File: src/rtl/uart_rx_monitor_if.sv
// Serial receive/monitor bundle: line input, comparison byte, counter clear,
// and the recovered byte, status pulses and counters.
interface uart_rx_monitor_if;
  logic        rx;
  logic [7:0]  expected_data;
  logic        clear_counts;
  logic [7:0]  rx_data;
  logic        rx_valid;
  logic        frame_error;
  logic        busy;
  logic [15:0] byte_count;
  logic [15:0] mismatch_count;
  logic [15:0] error_count;

  modport slave (
    input  rx, expected_data, clear_counts,
    output rx_data, rx_valid, frame_error, busy,
           byte_count, mismatch_count, error_count
  );

  modport master (
    output rx, expected_data, clear_counts,
    input  rx_data, rx_valid, frame_error, busy,
           byte_count, mismatch_count, error_count
  );
endinterface

File: src/rtl/uart_rx_monitor.sv
// 8N1 serial receiver with framing check, byte/mismatch/error counters,
// used as a loopback checker downstream of the UART transmitter.
module uart_rx_monitor #(
  parameter int unsigned CLKS_PER_BIT = 868,
  parameter int unsigned HALF_BIT     = CLKS_PER_BIT / 2
) (
  input  logic               system_clock,
  input  logic               cpu_rst_n,
  uart_rx_monitor_if.slave   bus
);

  localparam int unsigned TW = $clog2(CLKS_PER_BIT);
  localparam logic [TW-1:0] HALF_LAST = TW'(HALF_BIT - 1);
  localparam logic [TW-1:0] BIT_LAST  = TW'(CLKS_PER_BIT - 1);

  typedef enum logic [2:0] {
    S_IDLE,
    S_START,
    S_DATA,
    S_STOP,
    S_BREAK
  } state_t;

  state_t      state, state_n;
  logic        rx_meta, rx_s;
  logic [TW-1:0] timer, timer_n;
  logic [2:0]  idx, idx_n;
  logic [7:0]  shift, shift_n;
  logic        good, bad;
  logic [7:0]  data_q;
  logic        valid_q, ferr_q;
  logic [15:0] byte_cnt, mismatch_cnt, err_cnt;

  always_comb begin
    state_n = state;
    timer_n = timer + 1'b1;
    idx_n   = idx;
    shift_n = shift;
    good    = 1'b0;
    bad     = 1'b0;
    case (state)
      S_IDLE: begin
        timer_n = '0;
        idx_n   = '0;
        if (!rx_s) state_n = S_START;
      end
      S_START: begin
        if (timer == HALF_LAST) begin
          timer_n = '0;
          state_n = rx_s ? S_IDLE : S_DATA;
        end
      end
      S_DATA: begin
        if (timer == BIT_LAST) begin
          timer_n      = '0;
          shift_n[idx] = rx_s;
          idx_n        = idx + 3'd1;
          if (idx == 3'd7) state_n = S_STOP;
        end
      end
      S_STOP: begin
        if (timer == BIT_LAST) begin
          timer_n = '0;
          if (rx_s) begin
            good    = 1'b1;
            state_n = S_IDLE;
          end else begin
            bad     = 1'b1;
            state_n = S_BREAK;
          end
        end
      end
      S_BREAK: begin
        // Hold off until the line goes idle so a long break cannot start a frame.
        timer_n = '0;
        if (rx_s) state_n = S_IDLE;
      end
      default: begin
        timer_n = '0;
        state_n = S_IDLE;
      end
    endcase
  end

  always_ff @(posedge system_clock) begin
    if (!cpu_rst_n) begin
      rx_meta <= 1'b1;
      rx_s    <= 1'b1;
      state   <= S_IDLE;
      timer   <= '0;
      idx     <= '0;
      shift   <= '0;
      data_q  <= '0;
      valid_q <= 1'b0;
      ferr_q  <= 1'b0;
    end else begin
      rx_meta <= bus.rx;
      rx_s    <= rx_meta;
      state   <= state_n;
      timer   <= timer_n;
      idx     <= idx_n;
      shift   <= shift_n;
      valid_q <= good;
      ferr_q  <= bad;
      if (good) data_q <= shift;
    end
  end

  // Clear takes priority over any increment landing on the same edge.
  always_ff @(posedge system_clock) begin
    if (!cpu_rst_n || bus.clear_counts) begin
      byte_cnt     <= '0;
      mismatch_cnt <= '0;
      err_cnt      <= '0;
    end else begin
      if (good) byte_cnt <= byte_cnt + 16'd1;
      if (good && (shift != bus.expected_data) && (mismatch_cnt != '1))
        mismatch_cnt <= mismatch_cnt + 16'd1;
      if (bad && (err_cnt != '1)) err_cnt <= err_cnt + 16'd1;
    end
  end

  assign bus.rx_data        = data_q;
  assign bus.rx_valid       = valid_q;
  assign bus.frame_error    = ferr_q;
  assign bus.busy           = (state != S_IDLE);
  assign bus.byte_count     = byte_cnt;
  assign bus.mismatch_count = mismatch_cnt;
  assign bus.error_count    = err_cnt;

endmodule

File: src/flat_wrapper.sv
// flat-port wrapper written by rule: the top's interface ports become plain ports
module uart_rx_monitor_flat 
#(
  parameter int unsigned CLKS_PER_BIT = 868,
  parameter int unsigned HALF_BIT     = CLKS_PER_BIT / 2
)
  (system_clock, cpu_rst_n, bus_rx, bus_expected_data, bus_clear_counts, bus_rx_data, bus_rx_valid, bus_frame_error, bus_busy, bus_byte_count, bus_mismatch_count, bus_error_count);
  uart_rx_monitor_if bus_i ();
  input  logic system_clock;
  input  logic cpu_rst_n;
  input wire logic [$bits(bus_i.rx)-1:0] bus_rx;
  input wire logic [$bits(bus_i.expected_data)-1:0] bus_expected_data;
  input wire logic [$bits(bus_i.clear_counts)-1:0] bus_clear_counts;
  output wire logic [$bits(bus_i.rx_data)-1:0] bus_rx_data;
  output wire logic [$bits(bus_i.rx_valid)-1:0] bus_rx_valid;
  output wire logic [$bits(bus_i.frame_error)-1:0] bus_frame_error;
  output wire logic [$bits(bus_i.busy)-1:0] bus_busy;
  output wire logic [$bits(bus_i.byte_count)-1:0] bus_byte_count;
  output wire logic [$bits(bus_i.mismatch_count)-1:0] bus_mismatch_count;
  output wire logic [$bits(bus_i.error_count)-1:0] bus_error_count;
  assign bus_i.rx = bus_rx;
  assign bus_i.expected_data = bus_expected_data;
  assign bus_i.clear_counts = bus_clear_counts;
  assign bus_rx_data = bus_i.rx_data;
  assign bus_rx_valid = bus_i.rx_valid;
  assign bus_frame_error = bus_i.frame_error;
  assign bus_busy = bus_i.busy;
  assign bus_byte_count = bus_i.byte_count;
  assign bus_mismatch_count = bus_i.mismatch_count;
  assign bus_error_count = bus_i.error_count;
  uart_rx_monitor #(.CLKS_PER_BIT(CLKS_PER_BIT), .HALF_BIT(HALF_BIT)) u_core (.system_clock(system_clock), .cpu_rst_n(cpu_rst_n), .bus(bus_i));
endmodule
File: config.mk
export PLATFORM = sky130hd
export DESIGN_NAME = uart_rx_monitor_flat
export DESIGN_NICKNAME = d
export VERILOG_FILES = /design/src/rtl/uart_rx_monitor_if.sv /design/src/rtl/uart_rx_monitor.sv /design/src/flat_wrapper.sv
export SDC_FILE = /design/constraint.sdc
export NUM_CORES = 1
export LEC_CHECK = 0
export BUFFER_PORTS_ARGS = -buffer_cell sky130_fd_sc_hd__buf_2
export CORE_ASPECT_RATIO = 1.2
export CORE_MARGIN = 2
export CORE_UTILIZATION = 35
export CTS_CLUSTER_DIAMETER = 120
export DETAILED_ROUTE_END_ITERATION = 16
export PLACE_DENSITY = 0.54
export REMOVE_ABC_BUFFERS = 1
export SETUP_SLACK_MARGIN = 0.4
export SYNTH_ARGS = -nofsm -noshare
export SYNTH_HDL_FRONTEND = slang
export SYNTH_SLANG_ARGS = --single-unit
File: constraint.sdc
create_clock -name system_clock -period 4.9 [get_ports system_clock]
set_clock_uncertainty 0.2 [all_clocks]
set_input_delay 0.98 -clock system_clock [delete_from_list [all_inputs] [get_ports system_clock]]
set_output_delay 0.98 -clock system_clock [all_outputs]
set_load 0.02 [all_outputs]
======== Word level (Yosys, flattened, before mapping) ========
Index checks and enable logic that the tools add are counted.
storage, ports and cells
  output and inout bits ................... 59
  bits in registers ....................... 84
  bits of input ports ..................... 12
  logic and storage cells ................. 71
cells by class
  mux-type cells .......................... 23
  reduce and logical (&&, ||, !) cells .... 13
  magnitude comparators ................... 2
  eq/ne operators ......................... 16
  add/sub/neg operators ................... 5
operator list
  kind                                                                          number
  16-bit by 1-bit adder with 16-bit output, second input constant               3
  16-bit != test, second input constant                                         2
  3-bit 2-to-1 mux                                                              8
  10-bit 2-to-1 mux                                                             2
  10-bit one-hot mux with 2 select lines                                        1
  3-bit one-hot mux with 5 select lines                                         1
  10-bit by 1-bit adder with 10-bit output, second input constant               1
  10-bit equality test, second input constant                                   1
  10-bit by 9-bit equality test with 1-bit output, second input constant        1
  2-bit by 1-bit != test with 1-bit output, second input constant               5
  8-bit bitwise mux                                                             1
  8-bit != test                                                                 1
  1-bit 2-to-1 mux                                                              7
  3-bit by 2-bit equality test with 1-bit output, second input constant         2
  3-bit equality test, second input constant                                    2
  3-bit one-hot mux with 2 select lines                                         1
  6-bit AND reduction                                                           1
  1-bit logical AND                                                             4
  3-bit by 4-bit less-than comparator with 1-bit output, second input constant  1
  2-bit AND reduction                                                           2
  3-bit by 1-bit adder with 3-bit output, second input constant                 1
  1-bit demux with 3-bit select                                                 1
  3-bit by 1-bit equality test with 1-bit output, second input constant         1
  3-bit by 1-bit >= comparator with 1-bit output, second input constant         1
  8 further kinds                                                               8

======== Depth between registers and ports, before layout ========
  word-level depth ........................ 5
  mapped depth ............................ 8
  gate-level depth less buffers ........... 7

======== Worst setup path after synthesis ========
OpenSTA, ideal clock, no wires.
  path kind ............................... input to register
  start point ............................. in bus_expected_data[3]
  end point ............................... reg u_core.mismatch_cnt[10], in the netlist u_core.bus.mismatch_count[10]
  data required time ...................... 4630 ps
  arrival ................................. 2055 ps
  setup time .............................. 70 ps
  buffers on the path ..................... 2
  path slack .............................. 2575 ps
  cell stages on the path ................. 7
  path through ............................ xnor2_1 -> nand4_1 -> o32ai_1 -> clkbuf_1 -> buf_2 -> o21ai_0 -> a21oi_1
between the ends
  longest elaborated chain between the ends .. 3
RTL lines
  item                            line                    source
  start: declaration              flat_wrapper.sv:12      input wire logic [$bits(bus_i.expected_data)-1:0] bus_expected_data;
  8-bit != test                   uart_rx_monitor.sv:117  if (good && (shift != bus.expected_data) && (mismatch_cnt != '1))
  1-bit logical AND (2 in a row)  uart_rx_monitor.sv:117
  end signal: assignment          uart_rx_monitor.sv:118  mismatch_cnt <= mismatch_cnt + 16'd1;
  end: declaration                uart_rx_monitor.sv:32   logic [15:0] byte_cnt, mismatch_cnt, err_cnt;
No other way between the ends.
A chain may end at the register's enable or synchronous reset.

======== Final worst setup path ========
  start point ............................. reg u_core.timer[8]
  end point ............................... reg u_core.err_cnt[15], in the netlist u_core.bus.error_count[15]
between the ends
  longest elaborated chain between the ends .. 4
RTL lines
  item                      line                    source
  start: declaration        uart_rx_monitor.sv:26   logic [TW-1:0] timer, timer_n;
  start signal: assignment  uart_rx_monitor.sv:100  timer <= timer_n;
  10-bit equality test      uart_rx_monitor.sv:62   if (timer == BIT_LAST) begin
  1-bit 2-to-1 mux          uart_rx_monitor.sv:62
  1-bit 2-to-1 mux          uart_rx_monitor.sv:41   case (state)
  1-bit logical AND         uart_rx_monitor.sv:119  if (bad && (err_cnt != '1)) err_cnt <= err_cnt + 16'd1;
  end signal: assignment    uart_rx_monitor.sv:119
  end: declaration          uart_rx_monitor.sv:32
No other way between the ends.

==> impl_results.md <==
- Cells after Synth: 479
- Pin count of the biggest net entering global routing: 48
- Port buffer count: 70
- Top cell type's share of synthesized area: 41.88%
- RSZ-0062 raised after global routing: false
- Pint: 0.001153 W
- # diodes: 0
- Switching Fraction: 19.97%
- Status: complete, no violations
- Max Freq: 361.4 MHz
- Routed length per instance: 13.60 µm
- Leak: 1.770 nW
- Crit path capture type: flop
- CTS root buf: clkbuf_16
- Critical-path maximum fanout: 16
- Synth top area cells: dfxtp_1, xnor2_1, nand2_1, nand4_1, nor2_1
- Gr usage total: 16.07%
- VDD IR-drop max: 0.0001190 V
- Post-CTS Setup Bufs: 0
- Syn-to-layout area delta: 19.32%
- Vias in the first global route: 3344
- Clock network power share: 50.4%
- CP Launch Type: flop
- CTS tree: done
- Clock Sinks: 84
- Nets: 555
- Slew Viols, Final: 0
- Syn Area/Cell: 8.382 µm²
- Die area: 0.01235 mm²
- Cell area after synthesis: 0.004015 mm²
- PostCTS Resize Cnt: 0
- Cts hold-fix bufs: 0
- Clock transition at path regs: 0.06 ns
- Worst Max-Slew Pin Slew: 1.157 ns
- Post-place setup slack: 2.051 ns
- Crit share post-route: 56.47%
- Residual DRC: 0
- Share of layout cells above drive strength 1: 17.56%
- Via density: 5.216
- Seq pwr share: 47.7%
- H-tree depth: 3
- Comb power frac: 1.9%
- Die width: 101.8 µm
- Ys flop type: dfxtp_1
- Core ar.: 0.01109 mm²
- Final hold vios: 0
- Final std cells w/o fill: 695
- FILL cells: 1121
- Number of buffers created by CTS: 9
- Dpl cells: 679
- Final core occ: 43.21%
- Clk_lat worst skew: 0.34 ns
- Detailed-route via count: 3625
- Worst EP required: 4.89 ns
- Slew HR: 22.17%
- WS Path Type: reg2reg
- #FFs+latches synth: 84
- Post-synth EDFFs: 0
- Synth area leader: dfxtp_1
- Maxcap violations: 0
- Synth cell types: 45
- First-pass GRT wire length: 15970 µm
- Psw: 0.0002878 W
- Initial core utilization: 36.21%
- Register area share after synthesis: 41.88%
- Wirelength, routed: 9449 µm
- Longest Clk Path Bufs: 2
- Gpl congestion: 0.8137
- Pwr/cell area: 300.8 mW/mm²
- Endpoints failing setup: 0
- Detailed-router iteration count before antenna repair: 4
- Worst path arrival time: 2.76 ns
- Synth async-reset ratio: 0%
- Hold WC Path Type: reg2reg
- DIE HEIGHT: 121.3 µm
- Initial antenna violation count: 0
- Yosys warnings: 0
- Num ports: 71
- Final setup TNS: 0 ns
- Overflow after GRT: 0
- Post-DP HPWL: 6697 µm
- FP Rows: 42
- PnR worst setup slack: 2.133 ns
- Routed Antenna Nets: 0
- Iteration-0 DRC Markers: 143
- Final min period: 2.767 ns
==> per-stage QoR <==
stage	power (W)	instance area [µm²]	hold slack, ns
2_1_floorplan	0.0007169	3904	0.1863
3_3_place_gp	0.0007305	4472	0.1925
3_5_place_dp	0.0007307	4472	0.1965
4_1_cts	0.001459	4791	0.2159
5_1_grt	0.001492	4791	0.2305
6_report	0.001441	4791	0.2110
==> layout make-up <==
class | count | area [µm²] | share of cell area (%)
clock inverter | 4 | 72.57 | 1.515
sequential | 84 | 1682 | 35.10
timing repair buffer | 72 | 365.4 | 7.626
inverter | 5 | 18.77 | 0.3917
clock buffer | 12 | 246.5 | 5.145
tap | 154 | 192.7 | 4.022
multi-input combinational | 364 | 2213 | 46.20
==> per-layer routing <==
metal	vias up	global-route usage, %	wire [µm]
li1	1832	-	-
met1	1709	21.83	4545
met2	69	24.55	4316
met3	15	3.456	390
met4	0	6.588	197
met5	-	0	0
==> registers in the layout (all words and copies together) (netlist names) <==
register,cells
u_core.bus.mismatch_count,16
u_core.shift,8
u_core.bus.byte_count,16
u_core.bus.error_count,16
u_core.idx,3
u_core.timer,10
u_core.bus.frame_error,1
u_core.bus.rx_data,8
u_core.bus.rx_valid,1
u_core.state,3
u_core.rx_s,1
u_core.rx_meta,1
==> final timing paths <==
path         slack, ns  depth (start not counted)                                       to                       start
max               2.13                          5  u_core.bus.error_count[15]$_SDFFE_PP0P_  u_core.timer[8]$_SDFF_PN0_
min reg2reg       0.21                          1                   u_core.rx_s$_SDFF_PN1_   u_core.rx_meta$_SDFF_PN1_
min               0.21                          1                   u_core.rx_s$_SDFF_PN1_   u_core.rx_meta$_SDFF_PN1_
max reg2reg       2.13                          5  u_core.bus.error_count[15]$_SDFFE_PP0P_  u_core.timer[8]$_SDFF_PN0_
==> kinds of logic after synthesis <==
group,Yosys count,synth area share (%)
compound gates,62,8.944
xor+xnor,42,9.162
fa+ha+maj,7,2.181
buf+inv,31,3.241
flops,84,41.88
mux,7,1.745
simple gates,246,32.85
==> Yosys cell counts, types with 2 or more instances <==
cell type  number
or2_2           3
o211ai_1        5
nand2b_1        6
o31ai_1         4
or3_1          15
and4_1          5
nand4_1        30
nor4_4          2
o41ai_1         2
o311ai_0        2
o21ai_0        17
mux2i_1         7
a21oi_1        28
nor2_1         49
nor4_1          8
xor2_1         15
xnor2_1        27
nor4bb_1        2
nand2_1        55
nand4b_1        2
nor3b_1         3
or4_1           5
nor3_1         14
buf_2           5
nand3_1        25
dfxtp_1        84
and3_1         11
nor2b_1         2
and2_1          2
ha_1            7
inv_1           5
clkbuf_1       19
==> worst max-delay path: stages, from the launching register on <==
cell and delay (ns):
dfxtp_1 0.37, nor3b_1 0.53, nand4_1 0.68, nor4_1 0.54, mux2i_1 0.23, nor2_1 0.05
==> cells in the final DEF (no fill, tap or decap), types with 11 or more instances in the layout <==
master | synthesis | routed
a21oi_1 | 28 | 28
and3_1 | 11 | 11
buf_2 | 5 | 70
dfxtp_1 | 84 | 84
nand2_1 | 55 | 55
nand3_1 | 25 | 25
nand4_1 | 30 | 30
nor2_1 | 49 | 49
nor3_1 | 14 | 14
o21ai_0 | 17 | 17
or3_1 | 15 | 15
xnor2_1 | 27 | 27
xor2_1 | 15 | 15
==> power by group through the flow <==
stage,logic [W],clock network (W),registers [W]
floorplan,0.0000156,0,0.000701
global placement,0.0000286,0,0.000702
detailed placement,0.0000287,0,0.000702
CTS,0.0000287,0.000744,0.000687
global route,0.0000315,0.000773,0.000687
finish,0.0000277,0.000727,0.000687
Note: power is estimated with default switching activity, not from simulation.
